File: src/rtl/parser_pkg.sv
// Shared constants, opcode encodings and state types for the host packet parser.
package parser_pkg;

  // Header opcode byte values
  localparam logic [7:0] OP_ECHO = 8'hEC;
  localparam logic [7:0] OP_ADD  = 8'hA0;
  localparam logic [7:0] OP_MUL  = 8'hA1;
  localparam logic [7:0] OP_DIV  = 8'hA2;

  // Header is opcode, reserved, len_lsb, len_msb
  localparam int HDR_BYTES = 4;

  typedef enum logic [1:0] {
    ALU_ADD = 2'd0,
    ALU_MUL = 2'd1,
    ALU_DIV = 2'd2
  } alu_op_e;

  typedef enum logic [2:0] {
    S_OPCODE  = 3'd0,
    S_RSVD    = 3'd1,
    S_LEN_LSB = 3'd2,
    S_LEN_MSB = 3'd3,
    S_ECHO    = 3'd4,
    S_ALU     = 3'd5,
    S_DRAIN   = 3'd6
  } parser_state_e;

  // True for opcodes that feed the ALU operand path
  function automatic logic is_alu_opcode(input logic [7:0] op);
    return (op == OP_ADD) || (op == OP_MUL) || (op == OP_DIV);
  endfunction

  // Map an ALU opcode byte to the ALU operation code
  function automatic alu_op_e alu_op_of(input logic [7:0] op);
    alu_op_e res;
    case (op)
      OP_ADD:  res = ALU_ADD;
      OP_MUL:  res = ALU_MUL;
      OP_DIV:  res = ALU_DIV;
      default: res = ALU_ADD;
    endcase
    return res;
  endfunction

endpackage

File: src/rtl/word_packer.sv
// Assembles accepted payload bytes into little-endian 32-bit operand words and
// presents them on a valid/ready interface with first/last markers.
module word_packer
  import parser_pkg::*;
(
  input  logic        clk_i,
  input  logic        rst_i,
  input  logic        load_i,        // start of a new ALU packet
  input  logic [13:0] num_words_i,   // operand words in the packet
  input  logic [7:0]  byte_i,
  input  logic        byte_valid_i,  // byte accepted this cycle
  input  logic        word_ready_i,
  output logic [31:0] word_data_o,
  output logic        word_first_o,
  output logic        word_last_o,
  output logic        word_valid_o
);

  logic [23:0] shift_r;        // bytes 0..2 of the word in progress, byte0 at [7:0]
  logic [1:0]  byte_cnt_r;
  logic [13:0] words_left_r;
  logic        first_pending_r;
  logic [31:0] word_data_r;
  logic        word_first_r;
  logic        word_last_r;
  logic        word_valid_r;

  // Byte assembly, word counting and output handshake
  always_ff @(posedge clk_i) begin
    if (rst_i) begin
      shift_r         <= 24'h00_0000;
      byte_cnt_r      <= 2'd0;
      words_left_r    <= 14'd0;
      first_pending_r <= 1'b0;
      word_data_r     <= 32'h0000_0000;
      word_first_r    <= 1'b0;
      word_last_r     <= 1'b0;
      word_valid_r    <= 1'b0;
    end else begin
      if (word_valid_r && word_ready_i) begin
        word_valid_r <= 1'b0;
      end
      if (load_i) begin
        byte_cnt_r      <= 2'd0;
        words_left_r    <= num_words_i;
        first_pending_r <= 1'b1;
      end else if (byte_valid_i) begin
        byte_cnt_r <= byte_cnt_r + 2'd1;
        if (byte_cnt_r == 2'd3) begin
          // Upstream only accepts a byte when the output slot is free or freeing
          word_data_r     <= {byte_i, shift_r};
          word_valid_r    <= 1'b1;
          word_first_r    <= first_pending_r;
          word_last_r     <= (words_left_r == 14'd1);
          words_left_r    <= words_left_r - 14'd1;
          first_pending_r <= 1'b0;
        end else begin
          shift_r <= {byte_i, shift_r[23:8]};
        end
      end
    end
  end

  assign word_data_o  = word_data_r;
  assign word_first_o = word_first_r;
  assign word_last_o  = word_last_r;
  assign word_valid_o = word_valid_r;

endmodule

File: src/rtl/packet_parser.sv
// Host-side packet parser: decodes {opcode, reserved, len_lsb, len_msb} headers,
// forwards ECHO payloads byte-wise, packs ALU payloads into operand words and
// drains malformed packets while pulsing err_o.
module packet_parser
  import parser_pkg::*;
#(
  parameter int unsigned MAX_LEN      = 32'h0000_FFFF,
  parameter int unsigned MIN_OPERANDS = 32'd2
) (
  input  logic        clk_i,
  input  logic        rst_i,
  input  logic [7:0]  rx_data_i,
  input  logic        rx_valid_i,
  output logic        rx_ready_o,
  output logic [7:0]  echo_data_o,
  output logic        echo_valid_o,
  input  logic        echo_ready_i,
  output logic [15:0] echo_len_o,
  output logic [31:0] word_data_o,
  output logic [1:0]  word_op_o,
  output logic        word_first_o,
  output logic        word_last_o,
  output logic        word_valid_o,
  input  logic        word_ready_i,
  output logic        err_o
);

  parser_state_e state_r;
  logic [7:0]    opcode_r;
  logic [7:0]    len_lsb_r;
  logic [15:0]   remaining_r;
  logic [7:0]    echo_data_r;
  logic          echo_valid_r;
  logic [15:0]   echo_len_r;
  alu_op_e       word_op_r;
  logic          err_r;

  logic          word_valid_s;
  logic          rx_ready_s;
  logic          rx_accept_s;
  logic          echo_free_s;
  logic          word_free_s;
  logic [15:0]   len_s;
  logic          is_echo_s;
  logic          is_alu_s;
  logic          len_too_big_s;
  logic          alu_len_bad_s;
  parser_state_e disp_state_s;
  logic          disp_err_s;
  logic          disp_echo_s;
  logic          disp_alu_s;
  logic          pack_load_s;
  logic          pack_byte_s;

  assign echo_free_s   = !echo_valid_r || echo_ready_i;
  assign word_free_s   = !word_valid_s || word_ready_i;
  assign rx_accept_s   = rx_valid_i && rx_ready_s;
  assign len_s         = {rx_data_i, len_lsb_r};
  assign is_echo_s     = (opcode_r == OP_ECHO);
  assign is_alu_s      = is_alu_opcode(opcode_r);
  assign len_too_big_s = (32'(len_s) > MAX_LEN);
  assign alu_len_bad_s = (len_s[1:0] != 2'b00) || (32'(len_s) < (32'd4 * MIN_OPERANDS));

  // Byte acceptance: header bytes wait for any pending output to free so that
  // echo_len_o/word_op_o never change under an unconsumed result
  always_comb begin
    rx_ready_s = 1'b0;
    if (rst_i) begin
      rx_ready_s = 1'b0;
    end else begin
      case (state_r)
        S_OPCODE, S_RSVD, S_LEN_LSB, S_LEN_MSB: rx_ready_s = echo_free_s && word_free_s;
        S_ECHO:  rx_ready_s = echo_free_s;
        S_ALU:   rx_ready_s = word_free_s;
        S_DRAIN: rx_ready_s = 1'b1;
        default: rx_ready_s = 1'b0;
      endcase
    end
  end

  // Dispatch decision taken when the length MSB is accepted
  always_comb begin
    disp_state_s = S_OPCODE;
    disp_err_s   = 1'b0;
    disp_echo_s  = 1'b0;
    disp_alu_s   = 1'b0;
    if (!is_echo_s && !is_alu_s) begin
      disp_err_s = 1'b1;
      if (len_s == 16'd0) begin
        disp_state_s = S_OPCODE;
      end else begin
        disp_state_s = S_DRAIN;
      end
    end else if (len_s == 16'd0) begin
      // Empty echo is silently complete; an ALU packet without operands is an error
      if (is_alu_s) begin
        disp_err_s = 1'b1;
      end else begin
        disp_echo_s = 1'b1;
      end
    end else if (len_too_big_s || (is_alu_s && alu_len_bad_s)) begin
      disp_err_s   = 1'b1;
      disp_state_s = S_DRAIN;
    end else if (is_alu_s) begin
      disp_alu_s   = 1'b1;
      disp_state_s = S_ALU;
    end else begin
      disp_echo_s  = 1'b1;
      disp_state_s = S_ECHO;
    end
  end

  // Main FSM: header decode, payload counting, echo register and error pulse
  always_ff @(posedge clk_i) begin
    if (rst_i) begin
      state_r      <= S_OPCODE;
      opcode_r     <= 8'h00;
      len_lsb_r    <= 8'h00;
      remaining_r  <= 16'd0;
      echo_data_r  <= 8'h00;
      echo_valid_r <= 1'b0;
      echo_len_r   <= 16'd0;
      word_op_r    <= ALU_ADD;
      err_r        <= 1'b0;
    end else begin
      err_r <= 1'b0;
      if (echo_valid_r && echo_ready_i) begin
        echo_valid_r <= 1'b0;
      end
      case (state_r)
        S_OPCODE: begin
          if (rx_accept_s) begin
            opcode_r <= rx_data_i;
            state_r  <= S_RSVD;
          end
        end
        S_RSVD: begin
          if (rx_accept_s) begin
            state_r <= S_LEN_LSB;
          end
        end
        S_LEN_LSB: begin
          if (rx_accept_s) begin
            len_lsb_r <= rx_data_i;
            state_r   <= S_LEN_MSB;
          end
        end
        S_LEN_MSB: begin
          if (rx_accept_s) begin
            state_r     <= disp_state_s;
            err_r       <= disp_err_s;
            remaining_r <= len_s;
            if (disp_echo_s) begin
              echo_len_r <= len_s;
            end
            if (disp_alu_s) begin
              word_op_r <= alu_op_of(opcode_r);
            end
          end
        end
        S_ECHO: begin
          if (rx_accept_s) begin
            echo_data_r  <= rx_data_i;
            echo_valid_r <= 1'b1;
            remaining_r  <= remaining_r - 16'd1;
            if (remaining_r == 16'd1) begin
              state_r <= S_OPCODE;
            end
          end
        end
        S_ALU, S_DRAIN: begin
          if (rx_accept_s) begin
            remaining_r <= remaining_r - 16'd1;
            if (remaining_r == 16'd1) begin
              state_r <= S_OPCODE;
            end
          end
        end
        default: begin
          state_r <= S_OPCODE;
        end
      endcase
    end
  end

  assign pack_load_s = rx_accept_s && (state_r == S_LEN_MSB) && disp_alu_s;
  assign pack_byte_s = rx_accept_s && (state_r == S_ALU);

  word_packer u_word_packer (
    .clk_i        (clk_i),
    .rst_i        (rst_i),
    .load_i       (pack_load_s),
    .num_words_i  (len_s[15:2]),
    .byte_i       (rx_data_i),
    .byte_valid_i (pack_byte_s),
    .word_ready_i (word_ready_i),
    .word_data_o  (word_data_o),
    .word_first_o (word_first_o),
    .word_last_o  (word_last_o),
    .word_valid_o (word_valid_s)
  );

  assign rx_ready_o   = rx_ready_s;
  assign echo_data_o  = echo_data_r;
  assign echo_valid_o = echo_valid_r;
  assign echo_len_o   = echo_len_r;
  assign word_op_o    = word_op_r;
  assign word_valid_o = word_valid_s;
  assign err_o        = err_r;

endmodule

File: config.mk
export PLATFORM = sky130hd
export DESIGN_NAME = packet_parser
export DESIGN_NICKNAME = d
export VERILOG_FILES = /design/src/rtl/parser_pkg.sv /design/src/rtl/word_packer.sv /design/src/rtl/packet_parser.sv
export SDC_FILE = /design/constraint.sdc
export NUM_CORES = 1
export LEC_CHECK = 0
export ABC_CLOCK_PERIOD_IN_PS = 6300
export BUFFER_PORTS_ARGS = -buffer_cell sky130_fd_sc_hd__buf_2
export CAP_MARGIN = 20
export CORE_ASPECT_RATIO = 1.4
export CORE_MARGIN = 1.5
export CORE_UTILIZATION = 25
export DETAILED_ROUTE_END_ITERATION = 8
export HOLD_SLACK_MARGIN = 0.15
export PLACE_DENSITY = 0.51
export SYNTH_ARGS = -nofsm -noshare
export SYNTH_HDL_FRONTEND = slang
export SYNTH_SLANG_ARGS = --single-unit
File: constraint.sdc
create_clock -name clk_i -period 6.3 [get_ports clk_i]
set_clock_uncertainty 0.05 [all_clocks]
set_input_delay 0.315 -clock clk_i [delete_from_list [all_inputs] [get_ports clk_i]]
set_output_delay 0.315 -clock clk_i [all_outputs]
set_load 0.005 [all_outputs]
==> summary.txt, run 1 <==
Place
  • GP Congestion: 0.773
  • Port bufs: 76
  • Post-DP HPWL: 11300 um
  • Worst slack at placement: 2790 ps

Floorplan
  • Die H: 187 um
  • Die X: 134 um
  • Core area: 0.0238 mm2
  • Io pins: 77
  • Starting Density: 0.253
  • Die area: 0.0250 mm2
  • Core Rows: 67

Clocking
  • Longest Clk Path Bufs: 2
  • Clock root cell: clkbuf_16
  • Clk_lat worst skew: 430 ps
  • Total clock sinks: 139
  • CTS H-tree lvls: 4
  • Hold_buf cts: 0
  • CTS buffer count: 17
  • Resized cells post-CTS: 0
  • Clk pin slew, worst setup/hold paths: 60 ps
  • Post-CTS setup repair buffer count: 0
  • CTS tree: yes

Routing
  • Drt drc: 0
  • Initial DRT Pass Iterations: 5
  • DR iter-0 viols: 392
  • Vias: 5324
  • Drt wl/cell: 15.7 um
  • Drt total wl: 17200 um
  • Routed Antenna Nets: 0
  • Drt via density: 4.86

Synthesis
  • #FFs+latches synth: 139
  • Cells taking the most area after synthesis: dfxtp_1, nand2_1, a21oi_1
  • Mapped Area: 0.00602 mm2
  • Syn Inst Count: 724
  • Synth async-reset ratio: 0
  • Net count after synthesis: 742
  • Syn Area/Cell: 8.32 um2
  • Distinct cell type count after synthesis: 66
  • Synth warn: 0
  • Yosys top cell area share: 0.462
  • Synth area leader: dfxtp_1
  • Primary FF master, synth: dfxtp_1
  • Seq/Total Area, Yosys: 0.462
  • EDFF count, synth: 0

GRT
  • First-pass GRT wire length: 27700 um
  • Largest net degree at the start of global routing: 83
  • GRT overflow: 0
  • Initial antenna violation count: 0
  • GRT Total Usage: 0.140
  • Vias in the first global route: 5041

STA
  • Setup violations, final: 0
  • Post-route setup slack: 3260 ps
  • Slew headroom: 0.302
  • Max Fclk: 0.329 GHz
  • Setup TNS: 0 ps
  • Final Critical Period: 3040 ps
  • Unrepaired setup endpoints after global routing: false
  • Worst Tran Pin Value: 1040 ps
  • Fin crit share: 0.482
  • Final Hold Fails: 0
  • Pins Over Slew Limit: 0

Power and ir drop
  • Worst vdd ir: 208 uV
  • PwrDens: 280 mW/mm2
  • Total power: 2.01 mW
  • Leakage: 2.58 nW

Worst setup path
  • R2R cell count: 6
  • Worst Path Max Fanout: 25
  • CP endpoint kind: flip-flop
  • FF-to-FF Start: state_r[2]
  • Setup crit start kind: flip-flop
  • Critical Path End: u_word_packer.words_left_r[10]
  • Critical path class: reg -> reg
  • Setup slack, reg-to-reg: 3260 ps
  • CP required: 6600 ps
  • Crit path from: state_r[2]
  • Crit path DAT: 3330 ps
  • Reg2reg end: u_word_packer.words_left_r[10]

Status
  • Outcome: completed

Hold path
  • Worst hold start: rx_data_i[6]
  • Hold Path Class: in -> reg

Final layout
  • Final Util: 0.302
  • Most common cell after layout, fill and taps aside: nand2_1
  • Commonest cells after routing, fill and taps aside: nand2_1, dfxtp_1, a21oi_1, buf_2, nor2_1
  • Ant diodes: 0
  • Layout cells sized above 1: 0.169
  • Area growth from synthesis to layout: 19.3%
  • Total Nets Final: 790

Job
  • Max-Cap Viols: 0
==> worst max-delay path, cell delays in order, from the launching register on <==
cell	delay [ps]
dfxtp_1	760
nand2_1	260
nor4_4	280
nand2_1	500
buf_4	410
or4_1	520
a31oi_1	170
==> through the flow <==
stage | hold slack (ps) | instance area [um2] | instances
2_1_floorplan | 381 | 6020 | 724
5_1_grt | 197 | 7180 | 1095
4_1_cts | 191 | 7180 | 1095
3_3_place_gp | 389 | 6610 | 1063
6_report | 198 | 7180 | 1095
3_5_place_dp | 394 | 6610 | 1063
==> kinds of logic after synthesis <==
logic type      share of synthesized area
simple gates                        0.239
compound gates                      0.183
flops                               0.462
buf+inv                            0.0438
mux                                0.0605
fa+ha+maj                          0.0104
xor+xnor                          0.00145
==> Yosys cell counts, types with 5 or more instances <==
| cell | count |
|---|---|
| a31oi_1 | 17 |
| nor2b_1 | 5 |
| a21oi_1 | 85 |
| nor4_1 | 9 |
| ha_1 | 5 |
| nor3_1 | 13 |
| o31ai_1 | 7 |
| nand3_1 | 11 |
| o21ai_0 | 14 |
| nand2_1 | 161 |
| buf_2 | 22 |
| nor3b_1 | 6 |
| dfxtp_1 | 139 |
| inv_1 | 5 |
| nand2b_1 | 8 |
| or3_1 | 5 |
| nand4b_1 | 5 |
| a211oi_1 | 9 |
| clkbuf_1 | 30 |
| nor2_1 | 54 |
| or4_1 | 5 |
| o22ai_1 | 6 |
| mux2i_1 | 35 |
| o311ai_0 | 6 |
==> flip-flops by register name, indices dropped and copies added, names as in the netlist <==
name / count
u_word_packer.first_pending_r: 1
remaining_r: 16
u_word_packer.words_left_r: 14
echo_len_o: 16
u_word_packer.word_data_o: 32
state_r: 3
len_lsb_r: 8
u_word_packer.word_valid_o: 1
echo_data_o: 8
u_word_packer.word_last_o: 1
opcode_r: 8
err_o: 1
u_word_packer.byte_cnt_r: 2
echo_valid_o: 1
word_op_o: 2
u_word_packer.shift_r: 24
u_word_packer.word_first_o: 1
==> cell type report <==
class,count,area [um2]
fillers,2600,16600
multi-input cells,525,2980
flip-flops and latches,139,2780
repair buffers,84,443
clock buffers,17,425
well taps,310,388
clock inverters,15,151
inverters,5,18.8
==> where the power goes <==
part           internal (mW)  total [mW]  switching, mW
Sequential             0.890       0.913         0.0233
Combinational         0.0382       0.117         0.0792
Clock                  0.529       0.979          0.450
Total                   1.46        2.01          0.552
==> per-layer routing <==
metal / wire length, um / track usage / vias to the layer above
met2: 8720 / 0.237 / 107
met4: 374 / 0.0620 / 0
met3: 595 / 0.0250 / 24
met1: 7490 / 0.173 / 2535
li1: - / - / 2658
met5: 0 / 0 / -
==> worst min path at each step <==
stage / endpoint / slack (ps) / depth (start not counted)
6_report: u_word_packer.shift_r[22] / 200 / 3
5_1_grt: u_word_packer.shift_r[22] / 200 / 3
4_1_cts: u_word_packer.shift_r[20] / 190 / 3
3_5_place_dp: opcode_r[4] / 390 / 2
3_3_place_gp: word_op_o[0] / 390 / 2
2_1_floorplan: opcode_r[4] / 380 / 2
Power figures use the tool's default switching activity.
==> run 2: changes to the inputs <==
--- a/config.mk
+++ b/config.mk
@@ -5,7 +5,7 @@
 export SDC_FILE = /design/constraint.sdc
 export NUM_CORES = 1
 export LEC_CHECK = 0
-export ABC_CLOCK_PERIOD_IN_PS = 6300
+export ABC_CLOCK_PERIOD_IN_PS = 3170
 export BUFFER_PORTS_ARGS = -buffer_cell sky130_fd_sc_hd__buf_2
 export CAP_MARGIN = 20
 export CORE_ASPECT_RATIO = 1.4
==> constraint.sdc (replaced) <==
create_clock -name clk_i -period 3.17 [get_ports clk_i]
set_clock_uncertainty 0.05 [all_clocks]
set_input_delay 0.1585 -clock clk_i [delete_from_list [all_inputs] [get_ports clk_i]]
set_output_delay 0.1585 -clock clk_i [all_outputs]
set_load 0.005 [all_outputs]
==> summary.txt, run 2 (same netlist as run 1, synthesis figures left out) <==
Status
  • Outcome: completed

Worst setup path
  • CP endpoint kind: flip-flop
  • Crit path DAT: 2960 ps
  • Worst Path Max Fanout: 20
  • Slowest cell on crit path: dfxtp_1
  • Critical path class: reg -> reg
  • Setup crit start kind: flip-flop
  • CP max stage delay: 660 ps
  • CP required: 3490 ps
  • Worst-path cell chain: nor3b_1 > o22ai_1 > nand2_1 > buf_4 > a21oi_1 > dlygate4sd3_1

Clocking
  • Total clock sinks: 139
  • Clk pin slew, worst setup/hold paths: 60 ps
  • Clk_lat worst skew: 420 ps
  • Post-CTS setup repair buffer count: 0
  • CTS tree: yes
  • Longest Clk Path Bufs: 2
  • CTS H-tree lvls: 4
  • CTS buffer count: 17
  • Clock root cell: clkbuf_16

STA
  • Setup violations, final: 0
  • Max Fclk: 0.379 GHz
  • Pins Over Slew Limit: 0
  • Final Critical Period: 2640 ps
  • Fin crit share: 0.832
  • Slew headroom: 0.418
  • Worst Tran Pin Value: 871 ps
  • Setup TNS: 0 ps
  • Final Hold Fails: 0
  • Unrepaired setup endpoints after global routing: false

Power and ir drop
  • Int Power: 2.96 mW
  • Comb power frac: 0.063
  • Sw Ratio: 0.254
  • Switching power: 1.01 mW
  • Total power: 3.97 mW
  • Worst vdd ir: 386 uV
  • Clock group share of total power: 0.480
  • Leakage: 2.67 nW
  • Seq pwr share: 0.457
  • PwrDens: 538 mW/mm2

Place
  • Post-DP HPWL: 11600 um
  • Port bufs: 76
  • GP Congestion: 0.796

GRT
  • GRT overflow: 0
  • GRT Total Usage: 0.141
  • Largest net degree at the start of global routing: 76
  • Initial antenna violation count: 0
  • Vias in the first global route: 5157
  • First-pass GRT wire length: 27900 um

Routing
  • DR iter-0 viols: 336
  • Vias: 5368
  • Drt total wl: 17300 um
  • Routed Antenna Nets: 0
  • Drt via density: 4.80
  • Drt drc: 0
  • Initial DRT Pass Iterations: 4
  • Drt wl/cell: 15.5 um

Job
  • Max-Cap Viols: 0

Final layout
  • Layout cells sized above 1: 0.178
  • Layout fillers: 2620
  • Commonest cells after routing, fill and taps aside: nand2_1, dfxtp_1, a21oi_1, buf_2, nor2_1
  • Seq. cell area: 0.00278 mm2
  • Area growth from synthesis to layout: 22.5%
  • Ant diodes: 0
  • Total Nets Final: 814
  • Most common cell after layout, fill and taps aside: nand2_1
  • Multi-input logic area: 0.00298 mm2
  • Largest register FFs: 32

Floorplan
  • Starting Density: 0.253
  • Die X: 134 um
  • Die area: 0.0250 mm2
  • Core area: 0.0238 mm2
  • Io pins: 77
  • Core Rows: 67
  • Die H: 187 um

Hold path
  • Hold Path Class: in -> reg
run 2: power groups by stage:
stage                     Sequential, mW  Combinational, mW  Clock (mW)
final                               1.81              0.251        1.90
after CTS                           1.81              0.253        1.94
after detailed placement            1.85              0.243           0
after global placement              1.85              0.243           0
after global routing                1.82              0.274        2.01
after floorplan                     1.83              0.188           0
run 2: timing repair:
item,CTS,global route
hold endpoints to repair,57,0
hold buffers,11,0
gates resized for setup,0,0
run 2: layout make-up:
class | instances | share of cell area
multi-input cells | 525 | 0.403
flip-flops and latches | 139 | 0.377
repair buffers | 108 | 0.0882
clock buffers | 19 | 0.0601
well taps | 310 | 0.0526
clock inverters | 12 | 0.0159
inverters | 5 | 0.00254
run 2: final timing paths:
path         cells after the start  slack [ps]                     startpoint                       endpoint
min                              4         300                     rx_valid_i                          err_o
max                              6         530                     state_r[1]     u_word_packer.word_valid_o
min reg2reg                      2         400  u_word_packer.word_data_o[15]  u_word_packer.word_data_o[15]
max reg2reg                      6         530                     state_r[1]     u_word_packer.word_valid_o
run 2: worst max-delay path: cells and delay by family (launching register included):
kind	cells	cell delay [ps]
compound gates	2	550
flops	1	660
simple gates	2	480
buf+inv	2	840
run 2: per-stage QoR:
stage                     utilization  setup slack (ps)  hold WS [ps]  instance area (um2)  cells
after floorplan                     -              1170           334                 6020    724
final                           0.310               533           295                 7380   1118
after global routing            0.310               296           296                 7380   1118
after global placement          0.282               710           292                 6710   1076
after CTS                       0.310               492           273                 7380   1118
after detailed placement        0.282               652           295                 6710   1076
run 2: per-layer routing:
layer  vias to the layer above  wire (um)  GRT usage
li1                       2701          -          -
met1                      2547       7630      0.167
met2                        94       8660      0.247
met3                        26        576     0.0244
met4                         0        450     0.0637
met5                         -          0          0
